$ cat src/rtl/qsys_serial_initiator_if.sv
// Avalon-MM slave window plus the 4-wire serial link of the initiator.
// The slave modport is the initiator's own view of these signals.
interface qsys_serial_initiator_if #(
    parameter int ADDR_W = 8
);
    logic [ADDR_W-1:0] avs_S1_address;
    logic              avs_S1_read;
    logic              avs_S1_write;
    logic [31:0]       avs_S1_writedata;
    logic [31:0]       avs_S1_readdata;
    logic              avs_S1_waitrequest;
    logic              sdo;
    logic              sle;
    logic              sdi;
    logic              srdy;
    logic              coe_timeout;

    modport slave (
        input  avs_S1_address, avs_S1_read, avs_S1_write, avs_S1_writedata,
        input  sdi, srdy,
        output avs_S1_readdata, avs_S1_waitrequest, sdo, sle, coe_timeout
    );

    modport master (
        output avs_S1_address, avs_S1_read, avs_S1_write, avs_S1_writedata,
        output sdi, srdy,
        input  avs_S1_readdata, avs_S1_waitrequest, sdo, sle, coe_timeout
    );
endinterface

$ cat src/rtl/qsys_serial_initiator.sv
// Tunnels single-word Avalon-MM accesses to a remote host as a 65-bit request
// frame followed by a 32-bit response frame on the sdo/sdi/sle/srdy link.
//
// state      | meaning
// S_IDLE     | waiting for read/write; latches the request frame
// S_SHIFT    | 65 cycles, sle=1, frame sent MSB first on sdo
// S_WAIT_RDY | waiting for srdy, bounded by TIMEOUT
// S_SKIP     | drops the stale first bit of the response window
// S_RECV     | 32 cycles, sdi shifted in MSB first
// S_DONE     | waitrequest released, readdata valid
module qsys_serial_initiator #(
    parameter int TIMEOUT = 1023,
    parameter int ADDR_W  = 8
) (
    input  logic                   csi_MCLK_clk,
    input  logic                   rsi_MRST_reset,
    qsys_serial_initiator_if.slave bus
);
    localparam int TW = $clog2(TIMEOUT + 1);

    typedef enum logic [2:0] {
        S_IDLE,
        S_SHIFT,
        S_WAIT_RDY,
        S_SKIP,
        S_RECV,
        S_DONE
    } state_t;

    state_t          state_q, state_d;
    logic [64:0]     frame_q;
    logic [6:0]      bit_cnt_q;
    logic [TW-1:0]   tmo_cnt_q;
    logic [30:0]     rx_q;
    logic [31:0]     readdata_q;
    logic            coe_q;
    logic            req;
    logic            tmo_fire;
    logic [ADDR_W-1:0] addr;
    logic [64:0]     frame_new;

    assign req  = bus.avs_S1_read | bus.avs_S1_write;
    assign addr = bus.avs_S1_address;
    // write wins when both strobes are high: bit64 and the data field follow write alone
    assign frame_new = {bus.avs_S1_write, 32'(addr),
                        bus.avs_S1_write ? bus.avs_S1_writedata : 32'h0};

    always_ff @(posedge csi_MCLK_clk) begin
        if (rsi_MRST_reset) begin
            state_q <= S_IDLE;
        end else begin
            state_q <= state_d;
        end
    end

    always_comb begin
        state_d  = state_q;
        tmo_fire = 1'b0;
        case (state_q)
            S_IDLE:     if (req) state_d = S_SHIFT;
            S_SHIFT:    if (bit_cnt_q == 7'd0) state_d = S_WAIT_RDY;
            S_WAIT_RDY: begin
                if (bus.srdy) begin
                    state_d = S_SKIP;
                end else if (tmo_cnt_q == '0) begin
                    state_d  = S_DONE;
                    tmo_fire = 1'b1;
                end
            end
            S_SKIP:     state_d = S_RECV;
            S_RECV:     if (bit_cnt_q == 7'd0) state_d = S_DONE;
            S_DONE:     state_d = S_IDLE;
            default:    state_d = S_IDLE;
        endcase
    end

    always_ff @(posedge csi_MCLK_clk) begin
        if (rsi_MRST_reset) begin
            frame_q    <= '0;
            bit_cnt_q  <= '0;
            tmo_cnt_q  <= '0;
            rx_q       <= '0;
            readdata_q <= '0;
            coe_q      <= 1'b0;
        end else begin
            coe_q <= tmo_fire;
            case (state_q)
                S_IDLE: begin
                    if (req) begin
                        frame_q   <= frame_new;
                        bit_cnt_q <= 7'd64;
                    end
                end
                S_SHIFT: begin
                    frame_q <= {frame_q[63:0], 1'b0};
                    if (bit_cnt_q == 7'd0) begin
                        tmo_cnt_q <= TW'(TIMEOUT - 1);
                    end else begin
                        bit_cnt_q <= bit_cnt_q - 7'd1;
                    end
                end
                S_WAIT_RDY: begin
                    if (tmo_fire) begin
                        readdata_q <= 32'hFFFF_FFFF;
                    end else if (!bus.srdy) begin
                        tmo_cnt_q <= tmo_cnt_q - TW'(1);
                    end
                end
                S_SKIP: bit_cnt_q <= 7'd31;
                S_RECV: begin
                    rx_q <= {rx_q[29:0], bus.sdi};
                    if (bit_cnt_q == 7'd0) begin
                        readdata_q <= {rx_q, bus.sdi};
                    end else begin
                        bit_cnt_q <= bit_cnt_q - 7'd1;
                    end
                end
                default: ;
            endcase
        end
    end

    assign bus.sle                = (state_q == S_SHIFT);
    assign bus.sdo                = (state_q == S_SHIFT) & frame_q[64];
    assign bus.avs_S1_waitrequest = req & (state_q != S_DONE);
    assign bus.avs_S1_readdata    = readdata_q;
    assign bus.coe_timeout        = coe_q;
endmodule
$ cat src/flat_wrapper.sv
// flat-port wrapper written by rule: the top's interface ports become plain ports
module qsys_serial_initiator_flat 
#(
    parameter int TIMEOUT = 1023,
    parameter int ADDR_W  = 8
)
  (csi_MCLK_clk, rsi_MRST_reset, bus_avs_S1_address, bus_avs_S1_read, bus_avs_S1_write, bus_avs_S1_writedata, bus_sdi, bus_srdy, bus_avs_S1_readdata, bus_avs_S1_waitrequest, bus_sdo, bus_sle, bus_coe_timeout);
  qsys_serial_initiator_if #(.ADDR_W(ADDR_W)) bus_i ();
  input  logic csi_MCLK_clk;
  input  logic rsi_MRST_reset;
  input wire logic [$bits(bus_i.avs_S1_address)-1:0] bus_avs_S1_address;
  input wire logic [$bits(bus_i.avs_S1_read)-1:0] bus_avs_S1_read;
  input wire logic [$bits(bus_i.avs_S1_write)-1:0] bus_avs_S1_write;
  input wire logic [$bits(bus_i.avs_S1_writedata)-1:0] bus_avs_S1_writedata;
  input wire logic [$bits(bus_i.sdi)-1:0] bus_sdi;
  input wire logic [$bits(bus_i.srdy)-1:0] bus_srdy;
  output wire logic [$bits(bus_i.avs_S1_readdata)-1:0] bus_avs_S1_readdata;
  output wire logic [$bits(bus_i.avs_S1_waitrequest)-1:0] bus_avs_S1_waitrequest;
  output wire logic [$bits(bus_i.sdo)-1:0] bus_sdo;
  output wire logic [$bits(bus_i.sle)-1:0] bus_sle;
  output wire logic [$bits(bus_i.coe_timeout)-1:0] bus_coe_timeout;
  assign bus_i.avs_S1_address = bus_avs_S1_address;
  assign bus_i.avs_S1_read = bus_avs_S1_read;
  assign bus_i.avs_S1_write = bus_avs_S1_write;
  assign bus_i.avs_S1_writedata = bus_avs_S1_writedata;
  assign bus_i.sdi = bus_sdi;
  assign bus_i.srdy = bus_srdy;
  assign bus_avs_S1_readdata = bus_i.avs_S1_readdata;
  assign bus_avs_S1_waitrequest = bus_i.avs_S1_waitrequest;
  assign bus_sdo = bus_i.sdo;
  assign bus_sle = bus_i.sle;
  assign bus_coe_timeout = bus_i.coe_timeout;
  qsys_serial_initiator #(.TIMEOUT(TIMEOUT), .ADDR_W(ADDR_W)) u_core (.csi_MCLK_clk(csi_MCLK_clk), .rsi_MRST_reset(rsi_MRST_reset), .bus(bus_i));
endmodule
$ cat config.mk
export PLATFORM = sky130hd
export DESIGN_NAME = qsys_serial_initiator_flat
export DESIGN_NICKNAME = d
export VERILOG_FILES = /design/src/rtl/qsys_serial_initiator_if.sv /design/src/rtl/qsys_serial_initiator.sv /design/src/flat_wrapper.sv
export SDC_FILE = /design/constraint.sdc
export NUM_CORES = 1
export LEC_CHECK = 0
export ABC_AREA = 1
export CAP_MARGIN = 40
export CORE_MARGIN = 3
export CORE_UTILIZATION = 55
export DETAILED_ROUTE_END_ITERATION = 16
export DONT_BUFFER_PORTS = 1
export PLACE_DENSITY = 0.76
export SETUP_SLACK_MARGIN = 0.15
export SLEW_MARGIN = 20
export SYNTH_ARGS = -nofsm -noshare
export SYNTH_HDL_FRONTEND = slang
export SYNTH_SLANG_ARGS = --single-unit
$ cat constraint.sdc
create_clock -name csi_MCLK_clk -period 3.9 [get_ports csi_MCLK_clk]
set_input_delay 0.78 -clock csi_MCLK_clk [delete_from_list [all_inputs] [get_ports csi_MCLK_clk]]
set_output_delay 0.78 -clock csi_MCLK_clk [all_outputs]
set_load 0.05 [all_outputs]
## After elaboration in Yosys (flattened, before gate mapping)

Cells that the tools add are included.
Widths: inputs -> output; s select.

- $add $sub $neg: 2
- Equality and inequality tests: 13
- Muxes and demuxes: 22
- Bitwise logic cells: 3
- Reduce and logical (&&, ||, !) cells: 13

Operator list:

| cell | count |
|---|---|
| $pmux 65 s2 | 1 |
| $mux 32 | 3 |
| $mux 65 | 1 |
| $pmux 32 s2 | 1 |
| $mux 10 | 3 |
| $pmux 7 s3 | 1 |
| $pmux 10 s2 | 1 |
| $mux 3 | 5 |
| $pmux 3 s5 | 1 |
| $mux 7 | 2 |
| $logic_not 10->1 | 1 |
| $sub 10x1->10 const B | 1 |
| $ne 2x1->1 const B | 4 |
| $reduce_and 4->1 | 2 |
| $logic_not 7->1 | 1 |
| $sub 7x1->7 const B | 1 |
| $eq 3x2->1 const B | 2 |
| $ne 2x2->1 const B | 3 |
| $reduce_and 3->1 | 2 |
| $reduce_bool 2->1 | 3 |
| $eq 3x1->1 const B | 1 |
| $eq 3x3->1 const B | 1 |
| $logic_not 3->1 | 1 |
| $mux 1 | 3 |
| 7 further kinds | 8 |

- Register bits after elaboration: 149
- Input port bits: 46
- Output and inout port bits: 36
- Logic and storage cells: 60

## Logic depth before layout (Yosys ltp)

- Word-level depth: 6
- Depth in mapped cells: 11
- Depth with buffers taken out: 11

## Least setup slack after synthesis

OpenSTA, ideal clock, no wires.

- Path type: in2out
- Start point: input bus_avs_S1_write
- End point: output bus_avs_S1_waitrequest
- Arrival: 1644 ps
- Data required time: 3120 ps
- Setup slack: 1476 ps
- Stages: 2
- Path buffers: 0
- Cell sequence: inv_1 a32oi_1

- Longest elaborated chain between the ends: 2

RTL lines:

| item | RTL line | source |
|---|---|---|
| from (decl) | flat_wrapper.sv:13 | `input wire logic [$bits(bus_i.avs_S1_write)-1:0] bus_avs_S1_write;` |
| $or 1x1->1 | qsys_serial_initiator.sv:42 | `assign req = bus.avs_S1_read \| bus.avs_S1_write;` |
| $and 1x1->1 | qsys_serial_initiator.sv:125 | `assign bus.avs_S1_waitrequest = req & (state_q != S_DONE);` |
| to (decl) | flat_wrapper.sv:18 | `output wire logic [$bits(bus_i.avs_S1_waitrequest)-1:0] bus_avs_S1_waitrequest;` |

Every way passes these cells.

## Final worst setup path

- Start point: register u_core.state_q[0]
- End point: output bus_sdo

- Longest elaborated chain between the ends: 2

RTL lines:

| item | RTL line | source |
|---|---|---|
| from (decl) | qsys_serial_initiator.sv:30 | `state_t state_q, state_d;` |
| from (signal assigned) | qsys_serial_initiator.sv:52 | `state_q <= state_d;` |
| $eq 3x1->1 | qsys_serial_initiator.sv:124 | `assign bus.sdo = (state_q == S_SHIFT) & frame_q[64];` |
| $and 1x1->1 | qsys_serial_initiator.sv:124 |  |
| to (decl) | flat_wrapper.sv:19 | `output wire logic [$bits(bus_i.sdo)-1:0] bus_sdo;` |

Every way passes these cells.

==> impl_results.md <==
- Final net count: 853
- Post-CTS Hold Fix Bufs: 0
- Area post-placement: 0.00608 mm²
- Hold slack: 321 ps
- Mapped Cells: 830
- Layout Cells excl Fill: 957
- Skew final: 6.64 ps
- Sequential share of power: 0.383
- Largest family of logic cells by synthesized area: simple AND/OR/NAND/NOR gates
- IO buf count: 0
- Sequential area share after synthesis: 0.484
- Final WS setup: 1070 ps
- Fraction of layout cells with a size suffix above 1: 0.0722
- Sw Ratio: 0.397
- PostCTS Resize Cnt: 0
- Post-Synth XOR/XNOR Area: 0.0114
- Final instance area: 0.00678 mm²
- Highest cell delay on the worst timing path: 720 ps
- Worst slew pin tran: 877 ps
- WP buf/inv: 0
- Setup crit end kind: output pin
- F_max: 354 MHz
- Final Cycle Share: 0.725
- Root Buffer: clkbuf_8
- Mux cell area share after synthesis: 0
- Total clock buffers created by CTS: 17
- Total Wirelength: 13100 µm
- Pre-antenna DRT Iters: 5
- Worst skew pair latency: 530 ps
- Post-synthesis cell type count: 31
- Slowest CP cell: nor2_1
- Setup TNS: 0 ps
- Die Ht: 112 µm
- Lkg Pwr: 2.97 nW
- Grt total ovfl: 0
- Setup CP Type: flip-flop to output pin
- Initial Utilization: 0.566
- Synthesized area: 0.00616 mm²
- Final Core Density: 0.623
- Min-delay worst type: primary input to flip-flop
- Largest net degree at the start of global routing: 99
- Global-route wire length before repair: 22300 µm
- Critical-path maximum fanout: 14
- DP HPWL: 8270 µm
- DR vias/cell: 5.55
- Final hold violation count: 0
- Data arrival time of the critical path: 2050 ps
- Synth Area in Compound Gates: 0.164
- Initial drt markers: 493
- # rows: 38
- DR DRC count: 0
- Sink Count: 149
- Via count: 5307
- Antenna cell count: 0
- Critical path required time: 3120 ps
- Endpoints failing setup: 0
- IO Count: 82
- Outcome: finished, final reports clean
- Area Growth Syn to Fin: 10.1%
- Die width: 112 µm
- TritonCTS clock tree: built
- RSZ-0062 raised after global routing: false
- Pwr dens: 879 mW/mm²
- Crit-path cells: nand3_4, nor2_1
- Startpoint type of the worst setup path: flip-flop
- Bufs on Longest Clock Path: 2
- Setup WS pre-CTS: 1630 ps
- Post-layout power: 5.96 mW
- Mean Syn Cell Area: 7.42 µm²
- Synthesized flop and latch total: 149
- Psw: 2.37 mW
- Initial antenna violation count: 0
- Overall Global Routing Usage: 0.212
- Vias in the first global route: 4957
- Worst vdd ir: 517 µV
- Setup repair bufs after CTS: 0
- Worst-path clk slew: 60 ps
- Post-Synth Simple-Gate Area: 0.245
- YS warnings: 0
- Tmin final: 2830 ps
- Die area: 0.0125 mm²
- Syn Nets: 879
- Gp weighted congestion: 0.835
- Max_slew headroom: 0.413
- Max Slew Vio Count: 0
- Clock group share of total power: 0.305
- Core area: 0.0109 mm²
- Routed wire length per instance: 13.7 µm
- Logic pwr share: 0.312
- Fillers: 950
- Cell internal pwr: 3.59 mW
- H-tree depth: 4
- Max_cap viols: 0
- Final ANT Viol Nets: 0
- Top Family by Delay on Critical Path: simple AND/OR/NAND/NOR gates
- Dpl cells: 923
- Adder-cell share of the synthesized area: 0.00609
final timing paths:
path	start	to	slack [ps]	cells past startpoint
setup / recovery	u_core.state_q[0]	bus_sdo	1070	2
hold reg to reg	u_core.frame_q[51]	u_core.frame_q[51]	460	2
setup reg to reg	u_core.state_q[0]	u_core.rx_q[19]	1580	5
hold / removal	rsi_MRST_reset	u_core.bit_cnt_q[0]	320	1
worst register-to-register path: stages (launching register included):
cell     delay (ps)
dfxtp_1         560
nor2_4           90
nand2_2         540
inv_1           590
o21ai_0         370
nor2_1           60
cell type report:
class / count / area, µm² / share of cell area
clock buffer: 17 / 414 / 0.0611
multi-input combinational: 563 / 2630 / 0.387
inverter: 66 / 249 / 0.0367
timing repair buffer: 7 / 80.1 / 0.0118
clock inverter: 15 / 251 / 0.0371
sequential: 149 / 2980 / 0.440
tap: 140 / 175 / 0.0258
kinds of logic after synthesis:
logic type | count (synthesis)
compound gates | 189
fa+ha+maj | 3
buf+inv | 118
flops | 149
xor+xnor | 8
simple gates | 363
synth_stat cells:
cell | number | share of area
a21oi_1 | 69 | 0.056
clkbuf_2 | 1 | 0.00081
xor2_1 | 6 | 0.0085
buf_2 | 18 | 0.015
clkinv_2 | 1 | 0.00081
nand2_1 | 190 | 0.12
buf_6 | 9 | 0.016
buf_4 | 4 | 0.0049
a21oi_2 | 1 | 0.0014
o21ai_1 | 23 | 0.019
nand3_1 | 54 | 0.044
inv_1 | 59 | 0.036
nand2_2 | 3 | 0.0030
inv_2 | 6 | 0.0037
ha_1 | 3 | 0.0061
dfxtp_1 | 149 | 0.48
nand3_2 | 3 | 0.0049
o21ai_0 | 53 | 0.043
xnor2_1 | 2 | 0.0028
nand4_1 | 2 | 0.0020
buf_1 | 1 | 0.00061
nor2_4 | 2 | 0.0037
o21ai_2 | 1 | 0.0014
a32oi_1 | 1 | 0.0014
nor2_2 | 1 | 0.0010
a31oi_1 | 40 | 0.041
clkbuf_1 | 19 | 0.012
nor2_1 | 105 | 0.064
o211ai_1 | 1 | 0.0012
nand3_4 | 2 | 0.0057
and2_1 | 1 | 0.0010
sequential cells by signal, summed over array words and instances (netlist names):
register and count:
u_core.bit_cnt_q 7, u_core.bus.avs_S1_readdata 32, u_core.bus.coe_timeout 1, u_core.frame_q 65
u_core.rx_q 31, u_core.state_q 3, u_core.tmo_cnt_q 10
power by group through the flow:
stage / Sequential [mW] / Clock (mW) / Combinational (mW)
after floorplan: 2.24 / 0 / 1.66
after global placement: 2.29 / 0 / 1.73
after detailed placement: 2.31 / 0 / 1.80
after CTS: 2.28 / 1.85 / 1.82
after global routing: 2.33 / 1.92 / 2.13
final: 2.28 / 1.82 / 1.86
cell usage in the layout, fill, tap and decap left out, types with 4 or more instances in the layout:
cell type	n
a31oi_1	40
nor2_1	105
o21ai_0	53
dfxtp_1	149
inv_2	6
buf_4	4
bufinv_16	6
inv_1	59
a21oi_1	69
o21ai_1	23
nand3_1	54
nand2_1	190
xor2_1	6
clkbuf_16	16
layer usage:
layer | wire length, µm | vias up | GRT usage
met1 | 5890 | 2482 | 0.266
met5 | 0 | - | 0
li1 | - | 2654 | -
met3 | 945 | 19 | 0.0766
met4 | 179 | 0 | 0.0827
met2 | 6120 | 152 | 0.335
Power figures use the tool's default switching activity.
